$ cat config.mk
export PLATFORM = sky130hd
export DESIGN_NAME = text_renderer_flat
export DESIGN_NICKNAME = d
export VERILOG_FILES = /design/src/rtl/text_renderer_if.sv /design/src/rtl/text_renderer.sv /design/src/flat_wrapper.sv
export SDC_FILE = /design/constraint.sdc
export NUM_CORES = 1
export LEC_CHECK = 0
export BUFFER_PORTS_ARGS = -buffer_cell sky130_fd_sc_hd__buf_2
export CORE_UTILIZATION = 35
export CTS_CLUSTER_SIZE = 10
export DETAILED_ROUTE_END_ITERATION = 7
export GPL_TIMING_DRIVEN = 0
export PLACE_DENSITY = 0.67
export SLEW_MARGIN = 25
export SYNTH_ARGS = -nofsm -noshare
export SYNTH_HDL_FRONTEND = slang
export SYNTH_SLANG_ARGS = --single-unit
$ cat constraint.sdc
create_clock -name clk -period 4.5 [get_ports clk]
set_clock_uncertainty 0.2 [all_clocks]
set_input_delay 0.225 -clock clk [delete_from_list [all_inputs] [get_ports clk]]
set_output_delay 0.225 -clock clk [all_outputs]
set_load 0.01 [all_outputs]
$ cat src/rtl/text_renderer_if.sv
// Video-side bundle for the text renderer: timing-generator inputs, cursor
// controls, character RAM / font ROM read ports and the DAC-facing outputs.
interface text_renderer_if;
    logic [10:0] h_counter;
    logic [9:0]  v_counter;
    logic        can_color;
    logic        hsync_in;
    logic        vsync_in;
    logic        cursor_en;
    logic [7:0]  cursor_col;
    logic [5:0]  cursor_row;
    logic [13:0] char_addr;
    logic [15:0] char_data;
    logic [11:0] font_addr;
    logic [7:0]  font_data;
    logic [11:0] rgb;
    logic        hsync_out;
    logic        vsync_out;
    logic        de;

    // The renderer is the master: it issues memory addresses and drives the DAC.
    modport master (
        input  h_counter, v_counter, can_color, hsync_in, vsync_in,
        input  cursor_en, cursor_col, cursor_row, char_data, font_data,
        output char_addr, font_addr, rgb, hsync_out, vsync_out, de
    );

    modport slave (
        output h_counter, v_counter, can_color, hsync_in, vsync_in,
        output cursor_en, cursor_col, cursor_row, char_data, font_data,
        input  char_addr, font_addr, rgb, hsync_out, vsync_out, de
    );
endinterface

$ cat src/rtl/text_renderer.sv
// Text-mode pixel stage: 8x16 glyph cells on a 180x56 grid, five-cycle pipeline
// through character RAM and font ROM, blinking underline cursor, delayed syncs.
module text_renderer #(
    parameter int COLS      = 180,
    parameter int ROWS      = 56,
    parameter int BLINK_BIT = 5
) (
    input  logic            clk,
    input  logic            rst,
    text_renderer_if.master io_bus
);

    typedef struct packed {
        logic [2:0] bitsel;
        logic       de;
        logic       hit;
        logic       blank;
    } side_t;

    logic [7:0]  w_col;
    logic [5:0]  w_row;
    logic [5:0]  w_row_clamp;
    logic [3:0]  w_line;
    logic        w_blank_row;
    logic        w_hit;
    logic [13:0] w_char_addr;
    logic        w_font_bit;
    logic        w_pix;
    logic [3:0]  w_color_idx;

    logic [13:0] r_char_addr;
    logic [11:0] r_font_addr;
    logic [5:0]  r_frame_cnt;
    logic        r_vs_prev;
    side_t       r_side [1:4];
    logic [3:0]  r_line1;
    logic [3:0]  r_line2;
    logic [3:0]  r_fg3;
    logic [3:0]  r_bg3;
    logic [3:0]  r_fg4;
    logic [3:0]  r_bg4;
    logic [4:0]  r_hs_dly;
    logic [4:0]  r_vs_dly;
    logic [11:0] r_rgb;
    logic        r_de;

    function automatic logic [11:0] palette(input logic [3:0] idx);
        logic [11:0] c;
        c = 12'h000;
        case (idx)
            4'd0:  c = 12'h000;
            4'd1:  c = 12'h00A;
            4'd2:  c = 12'h0A0;
            4'd3:  c = 12'h0AA;
            4'd4:  c = 12'hA00;
            4'd5:  c = 12'hA0A;
            4'd6:  c = 12'hA50;
            4'd7:  c = 12'hAAA;
            4'd8:  c = 12'h555;
            4'd9:  c = 12'h55F;
            4'd10: c = 12'h5F5;
            4'd11: c = 12'h5FF;
            4'd12: c = 12'hF55;
            4'd13: c = 12'hF5F;
            4'd14: c = 12'hFF5;
            4'd15: c = 12'hFFF;
        endcase
        return c;
    endfunction

    // Stage 0: decode the raw counters into cell coordinates.
    assign w_col       = io_bus.h_counter[10:3];
    assign w_row       = io_bus.v_counter[9:4];
    assign w_line      = io_bus.v_counter[3:0];
    assign w_blank_row = (w_row >= 6'(ROWS));
    assign w_row_clamp = w_blank_row ? 6'(ROWS - 1) : w_row;
    // Constant multiply by 180 reduces to row*128 + row*32 + row*16 + row*4.
    assign w_char_addr = 14'(w_row_clamp) * 14'(COLS) + 14'(w_col);
    assign w_hit       = io_bus.cursor_en
                       & (w_col == io_bus.cursor_col)
                       & (w_row == io_bus.cursor_row)
                       & (w_line >= 4'd14)
                       & r_frame_cnt[BLINK_BIT];

    // Stage 4 -> 5: glyph bit, cursor inversion, bottom-band blanking.
    assign w_font_bit  = io_bus.font_data[3'd7 - r_side[4].bitsel];
    assign w_pix       = ~r_side[4].blank & (w_font_bit ^ r_side[4].hit);
    assign w_color_idx = w_pix ? r_fg4 : r_bg4;

    // NOTE: every register in this block uses <= so each stage samples the
    // previous stage's value from before the edge; blocking '=' would collapse the pipeline.
    always_ff @(posedge clk) begin
        if (rst) begin
            r_char_addr <= '0;
            r_font_addr <= '0;
            r_frame_cnt <= '0;
            r_vs_prev   <= 1'b0;
            for (int i = 1; i <= 4; i++) r_side[i] <= '0;
            r_line1     <= '0;
            r_line2     <= '0;
            r_fg3       <= '0;
            r_bg3       <= '0;
            r_fg4       <= '0;
            r_bg4       <= '0;
            r_hs_dly    <= '1;
            r_vs_dly    <= '0;
            r_rgb       <= '0;
            r_de        <= 1'b0;
        end else begin
            r_vs_prev <= io_bus.vsync_in;
            if (io_bus.vsync_in & ~r_vs_prev)
                r_frame_cnt <= r_frame_cnt + 6'd1;

            r_char_addr <= w_char_addr;
            r_side[1]   <= '{bitsel: io_bus.h_counter[2:0], de: io_bus.can_color,
                             hit: w_hit, blank: w_blank_row};
            r_line1     <= w_line;
            r_side[2]   <= r_side[1];
            r_line2     <= r_line1;

            // char_data now answers the address issued two edges ago.
            r_font_addr <= {io_bus.char_data[7:0], r_line2};
            r_fg3       <= io_bus.char_data[11:8];
            r_bg3       <= r_side[2].blank ? 4'd0 : io_bus.char_data[15:12];
            r_side[3]   <= r_side[2];

            r_fg4       <= r_fg3;
            r_bg4       <= r_bg3;
            r_side[4]   <= r_side[3];

            r_rgb       <= r_side[4].de ? palette(w_color_idx) : 12'h000;
            r_de        <= r_side[4].de;
            r_hs_dly    <= {r_hs_dly[3:0], io_bus.hsync_in};
            r_vs_dly    <= {r_vs_dly[3:0], io_bus.vsync_in};
        end
    end

    assign io_bus.char_addr = r_char_addr;
    assign io_bus.font_addr = r_font_addr;
    assign io_bus.rgb       = r_rgb;
    assign io_bus.de        = r_de;
    assign io_bus.hsync_out = r_hs_dly[4];
    assign io_bus.vsync_out = r_vs_dly[4];

endmodule

$ cat src/flat_wrapper.sv
// flat-port wrapper written by rule: the top's interface ports become plain ports
module text_renderer_flat 
#(
    parameter int COLS      = 180,
    parameter int ROWS      = 56,
    parameter int BLINK_BIT = 5
)
  (clk, rst, io_bus_h_counter, io_bus_v_counter, io_bus_can_color, io_bus_hsync_in, io_bus_vsync_in, io_bus_cursor_en, io_bus_cursor_col, io_bus_cursor_row, io_bus_char_data, io_bus_font_data, io_bus_char_addr, io_bus_font_addr, io_bus_rgb, io_bus_hsync_out, io_bus_vsync_out, io_bus_de);
  text_renderer_if io_bus_i ();
  input  logic clk;
  input  logic rst;
  input wire logic [$bits(io_bus_i.h_counter)-1:0] io_bus_h_counter;
  input wire logic [$bits(io_bus_i.v_counter)-1:0] io_bus_v_counter;
  input wire logic [$bits(io_bus_i.can_color)-1:0] io_bus_can_color;
  input wire logic [$bits(io_bus_i.hsync_in)-1:0] io_bus_hsync_in;
  input wire logic [$bits(io_bus_i.vsync_in)-1:0] io_bus_vsync_in;
  input wire logic [$bits(io_bus_i.cursor_en)-1:0] io_bus_cursor_en;
  input wire logic [$bits(io_bus_i.cursor_col)-1:0] io_bus_cursor_col;
  input wire logic [$bits(io_bus_i.cursor_row)-1:0] io_bus_cursor_row;
  input wire logic [$bits(io_bus_i.char_data)-1:0] io_bus_char_data;
  input wire logic [$bits(io_bus_i.font_data)-1:0] io_bus_font_data;
  output wire logic [$bits(io_bus_i.char_addr)-1:0] io_bus_char_addr;
  output wire logic [$bits(io_bus_i.font_addr)-1:0] io_bus_font_addr;
  output wire logic [$bits(io_bus_i.rgb)-1:0] io_bus_rgb;
  output wire logic [$bits(io_bus_i.hsync_out)-1:0] io_bus_hsync_out;
  output wire logic [$bits(io_bus_i.vsync_out)-1:0] io_bus_vsync_out;
  output wire logic [$bits(io_bus_i.de)-1:0] io_bus_de;
  assign io_bus_i.h_counter = io_bus_h_counter;
  assign io_bus_i.v_counter = io_bus_v_counter;
  assign io_bus_i.can_color = io_bus_can_color;
  assign io_bus_i.hsync_in = io_bus_hsync_in;
  assign io_bus_i.vsync_in = io_bus_vsync_in;
  assign io_bus_i.cursor_en = io_bus_cursor_en;
  assign io_bus_i.cursor_col = io_bus_cursor_col;
  assign io_bus_i.cursor_row = io_bus_cursor_row;
  assign io_bus_i.char_data = io_bus_char_data;
  assign io_bus_i.font_data = io_bus_font_data;
  assign io_bus_char_addr = io_bus_i.char_addr;
  assign io_bus_font_addr = io_bus_i.font_addr;
  assign io_bus_rgb = io_bus_i.rgb;
  assign io_bus_hsync_out = io_bus_i.hsync_out;
  assign io_bus_vsync_out = io_bus_i.vsync_out;
  assign io_bus_de = io_bus_i.de;
  text_renderer #(.COLS(COLS), .ROWS(ROWS), .BLINK_BIT(BLINK_BIT)) u_core (.clk(clk), .rst(rst), .io_bus(io_bus_i));
endmodule
## Word-level counts from Yosys, hierarchy flattened

Memories as Yosys holds them, arrays and structs flattened. A register that Yosys moved wholly into a read port is not among the register bits.
Cells that the tools add are included.

- Memory bits (read-only): 192
- RAM bits: 24
- Logic and storage cells: 51
- Flip-flop bits (word level): 68
- Output and inout bits: 41
- Memories: 2

Memories:

| memory | words | bits a word | read ports | clocked after memory_dff | wr ports | RTL line | RTL |
|---|---|---|---|---|---|---|---|
| (no name shown) | 16 | 12 | 1 | 1 | 0 | text_renderer.sv:50 | `case (idx)` |
| u_core.r_side | 4 | 6 | 4 | 0 | 4 | text_renderer.sv:35 | `side_t r_side [1:4];` |

- Reductions and logical operators: 2
- Multiply operators: 1
- Muxes and demuxes: 11
- Bitwise logic cells: 14
- Add/sub/neg operators: 3
- Magnitude comparators: 3
- Eq/ne operators: 2

Operators with widths:

| kind | number |
|---|---|
| two-way mux 6 bit | 5 |
| adder 14 x 8 -> 14 bit | 1 |
| multiplier 6 x 6 -> 12 bit (second input constant) | 1 |
| == test 8 bit | 1 |
| adder 6 x 1 -> 6 bit (second input constant) | 1 |
| AND 1 bit | 6 |
| == test 6 bit | 1 |
| greater-or-equal comparator 6 bit (second input constant) | 1 |
| greater-or-equal comparator 4 bit (second input constant) | 1 |
| less-than comparator 3 x 4 -> 1 bit (second input constant) | 1 |
| two-way mux 1 bit | 4 |
| two-way mux 4 bit | 1 |
| OR 1 bit | 4 |
| OR reduction 2 bit | 2 |
| binary-select mux 1 bit (select 3 bit) | 1 |
| inverter 1 bit | 3 |
| subtractor 3 bit (first input constant) | 1 |
| XOR 1 bit | 1 |

## Logic depth before layout (Yosys ltp)

An unclocked memory read counts as a cell.

- Depth after elaboration: 7
- Mapped depth: 18
- Mapped depth without buffers: 18

## Worst setup path after synthesis

Ideal clock, no wire load.

- Path kind: input port to flip-flop
- From: input port io_bus_v_counter[8]
- To: register u_core.r_char_addr[13] (netlist: u_core.io_bus.char_addr[13])
- Required time: 4.171 ns
- Arrival time: 3.418 ns
- Slack: 0.753 ns
- Stages: 17
- Cells stage by stage: nand3_1 -> nand2b_1 -> ha_1 -> ha_1 -> inv_1 -> fa_1 -> inv_1 -> ha_1 -> inv_1 -> fa_1 -> inv_1 -> ha_1 -> or2_1 -> o311ai_1 -> nor2_1 -> a21oi_1 -> nor3b_2

- Word-level cells in the longest chain between the ends: 4

Ends and longest elaborated chain:

| what | RTL line | RTL |
|---|---|---|
| start, declared | flat_wrapper.sv:13 | `input wire logic [$bits(io_bus_i.v_counter)-1:0] io_bus_v_counter;` |
| greater-or-equal comparator 6 bit | text_renderer.sv:75 | `assign w_blank_row = (w_row >= 6'(ROWS));` |
| two-way mux 6 bit (*) | text_renderer.sv:76 | `assign w_row_clamp = w_blank_row ? 6'(ROWS - 1) : w_row;` |
| multiplier 6 x 6 -> 12 bit (*) | text_renderer.sv:78 | `assign w_char_addr = 14'(w_row_clamp) * 14'(COLS) + 14'(w_col);` |
| adder 14 x 8 -> 14 bit (*) | text_renderer.sv:78 |  |
| end signal, assigned | text_renderer.sv:114 | `r_char_addr <= w_char_addr;` |
| end, declared | text_renderer.sv:31 | `logic [13:0] r_char_addr;` |

Every way passes the cells marked *; elsewhere a longest branch is shown, timed or not.
A chain may end at the register's enable or synchronous reset.

## Final worst setup path

- From: input port io_bus_v_counter[9]
- To: register u_core.r_char_addr[13] (netlist: u_core.io_bus.char_addr[13])

The elaborated chain is that of the path after synthesis.

==> results.cfg <==
[yosys]
synthTopCellsByArea = dfxtp_1, nor2b_1, ha_1
synth_edf_count = 0
syn_nets = 493
ys_warn_count = 0
ys_seq_elements = 96
yosysTopAreaCellShare_pct = 47.5
netlist_instances = 393
post_synth.cell_area_avg_um2 = 10.3
yosys.area.top_type = dfxtp_1
synth_flop_cell = dfxtp_1
postSynth.asyncResetShare_pct = 0
yosys.cell_types.count = 49
synth.top_cells.by_count = dfxtp_1, nor2b_1, inv_1
netlist_area_um2 = 4040
seq_area_frac_synth_pct = 47.5
synth.most_common_cell = dfxtp_1

[clocking]
cts.sinks = 96
ctsHtreeMaxLevel = 3
path_clk_slew_ps = 60
cts_tree = yes
cts_buffers = 9
root_buffer = clkbuf_16
clk_latency_ps = 340
post-cts-setup-buffers = 0
clk_path_buf_depth = 2

[power]
p_comb_share_pct = 27.1
seq_power_share_pct = 41.3
powerDensity_nw_per_um2 = 421
irDropWorstVdd_uv = 210
switching_share_pct = 29.9
p_switching_uw = 670
power.internal_uw = 1570
leakagePower_uw = 0.00243
clockPowerShare_pct = 31.6

[route]
dr.max_layer_used = met4
dr.pass1.iters = 4
drt-initial-drc-count = 107
wl_per_cell_um = 11.8
via_per_inst = 4.45
via_count = 3041
antenna_left = 0
wl_met2_um = 4190
wl_met1_um = 3260
drc = 0
drt_wl_total_um = 8090
route.met3.wl_um = 464

[sta]
finalCriticalPeriod_ps = 4020
tns_ps = 0
worst_slew_pin_slew_ps = 651
maxSlewViolCount = 0
fmax_ghz = 0.249
hold_viol_final = 0
rsz0062_at_grt = no
setup_violations = 0
max_slew_margin_pct = 55.9
period_share_pct = 89.4

[run_status]
status = finished clean

[global_route]
overflow = 0
antenna_found_initial = 0
grt_pass1_vias = 2970
grt_usage_pct = 14.3
grt_max_degree = 18
grt_pass1_wl_um = 12700

[final_layout]
nFillCells = 1005
drive_above_1_share_pct = 25.6
n_antenna_cell = 0
layout.nets = 639
synthToLayoutAreaGrowth_pct = 31.7
final_core_util_pct = 48.3

[worst_setup_path]
cp-startpoint = io_bus_v_counter[9]
reg2reg_slack_ps = 2350
reg2reg_depth = 7
cp-endpoint = u_core.io_bus.char_addr[13]
crit_type = in2reg
cp.arrival_ps = 4030
worstReg2RegEnd = u_core.io_bus.rgb[6]
cp_max_fo = 5
r2r-start = u_core.r_side[0][27]
endpoint_kind = flip-flop
start_kind = input pin
critical_path_required_ps = 4510

[floorplan]
start_util_pct = 36.7
num_rows = 38
die_h_um = 109
coreArea_um2 = 11000
die_w_um = 109
die_area_um2 = 12000
ios = 106

[min_path]
hold_path.class = in2reg

[placed_design]
gp_congestion = 0.874
placement.io_buffers = 105
dp_hpwl_um = 6130

[run]
max_cap_viol_count = 0
[cell families after synthesis]
logic type | synth area share [%]
simple gates | 20.0
flops | 47.5
buf+inv | 5.48
compound gates | 5.88
fa+ha+maj | 12.1
xor+xnor | 6.28
mux | 2.72
[layout by cell type, fill, tap and decap left out, types with 12 or more instances in the layout]
cell           synthesis  routed
clkbuf_1              11      12
dlygate4sd3_1          0      30
o21ai_0               12      12
xnor2_1               22      22
nor2b_1               65      65
buf_2                  0     105
dfxtp_1               96      96
nor2_1                25      25
ha_1                  28      28
inv_1                 31      31
[cell type report]
type	instances	area [µm²]	area share (%)
Sequential cell	96	1920	36.1
Multi-Input combinational cell	247	1900	35.7
Timing Repair Buffer	135	826	15.5
Clock buffer	10	229	4.30
Tap cell	140	175	3.29
Inverter	31	116	2.19
Buffer	19	105	1.97
Clock inverter	6	51.3	0.963
[flip-flops by register name, indices dropped and copies added (netlist names), 5 cells and up]
register	cells
u_core.r_frame_cnt	6
u_core.r_hs_dly	5
u_core.r_vs_dly	5
u_core.io_bus.char_addr	14
u_core.io_bus.rgb	5
u_core.io_bus.font_addr	12
u_core.r_side	24
[power by group through the flow]
stage                     logic (µW)  registers [µW]  clock network, µW
after floorplan                  406             963                  0
after global placement           571             944                  0
after detailed placement         589             946                  0
after CTS                        612             927                729
after global routing             681             931                770
final                            607             925                708
[worst min path at each step]
stage	from	end	slack, ps	cells past startpoint
3_3_place_gp	u_core.r_hs_dly[2]	u_core.r_hs_dly[3]	200	1
2_1_floorplan	rst	u_core.r_line1[2]	110	1
6_report	io_bus_cursor_row[5]	u_core.r_side[0][7]	20	4
4_1_cts	io_bus_cursor_row[5]	u_core.r_side[0][7]	10	4
5_1_grt	io_bus_cursor_row[5]	u_core.r_side[0][7]	30	4
3_5_place_dp	u_core.r_hs_dly[2]	u_core.r_hs_dly[3]	200	1
[routing by layer]
layer	vias to the layer above	global-route usage, %
met5	-	0
met4	0	5.81
met3	11	3.79
met2	92	26.5
met1	1372	15.1
li1	1566	-
[worst max-delay path, stage by stage]
cell and delay, ps:
buf_2 140, nand3_1 190, nand2b_1 160, ha_1 260, ha_1 290, inv_1 80
fa_1 410, inv_1 60, ha_1 180, inv_1 60, fa_1 480, inv_1 40
ha_1 210, or2_1 250, o311ai_1 600, nor2_1 120, a21oi_1 200, nor3b_2 60
[what timing repair did]
item | 4_1_cts | 5_1_grt
endpoints found under the hold margin | 29 | 0
hold buffers | 30 | 0
gates resized for setup | 0 | 0
[per-stage QoR]
| stage | total power [µW] | setup slack [ps] | cell area (µm²) | std cells | hold slack (ps) |
|---|---|---|---|---|---|
| after floorplan | 1370 | 753 | 4040 | 393 | 108 |
| after global placement | 1510 | 182 | 4740 | 638 | 195 |
| after detailed placement | 1540 | 97.2 | 4740 | 638 | 196 |
| after CTS | 2270 | 456 | 5330 | 684 | 10.8 |
| after global routing | 2380 | 246 | 5330 | 684 | 25.5 |
| final | 2240 | 479 | 5330 | 684 | 19.7 |
(Power assumes the default switching activity.)
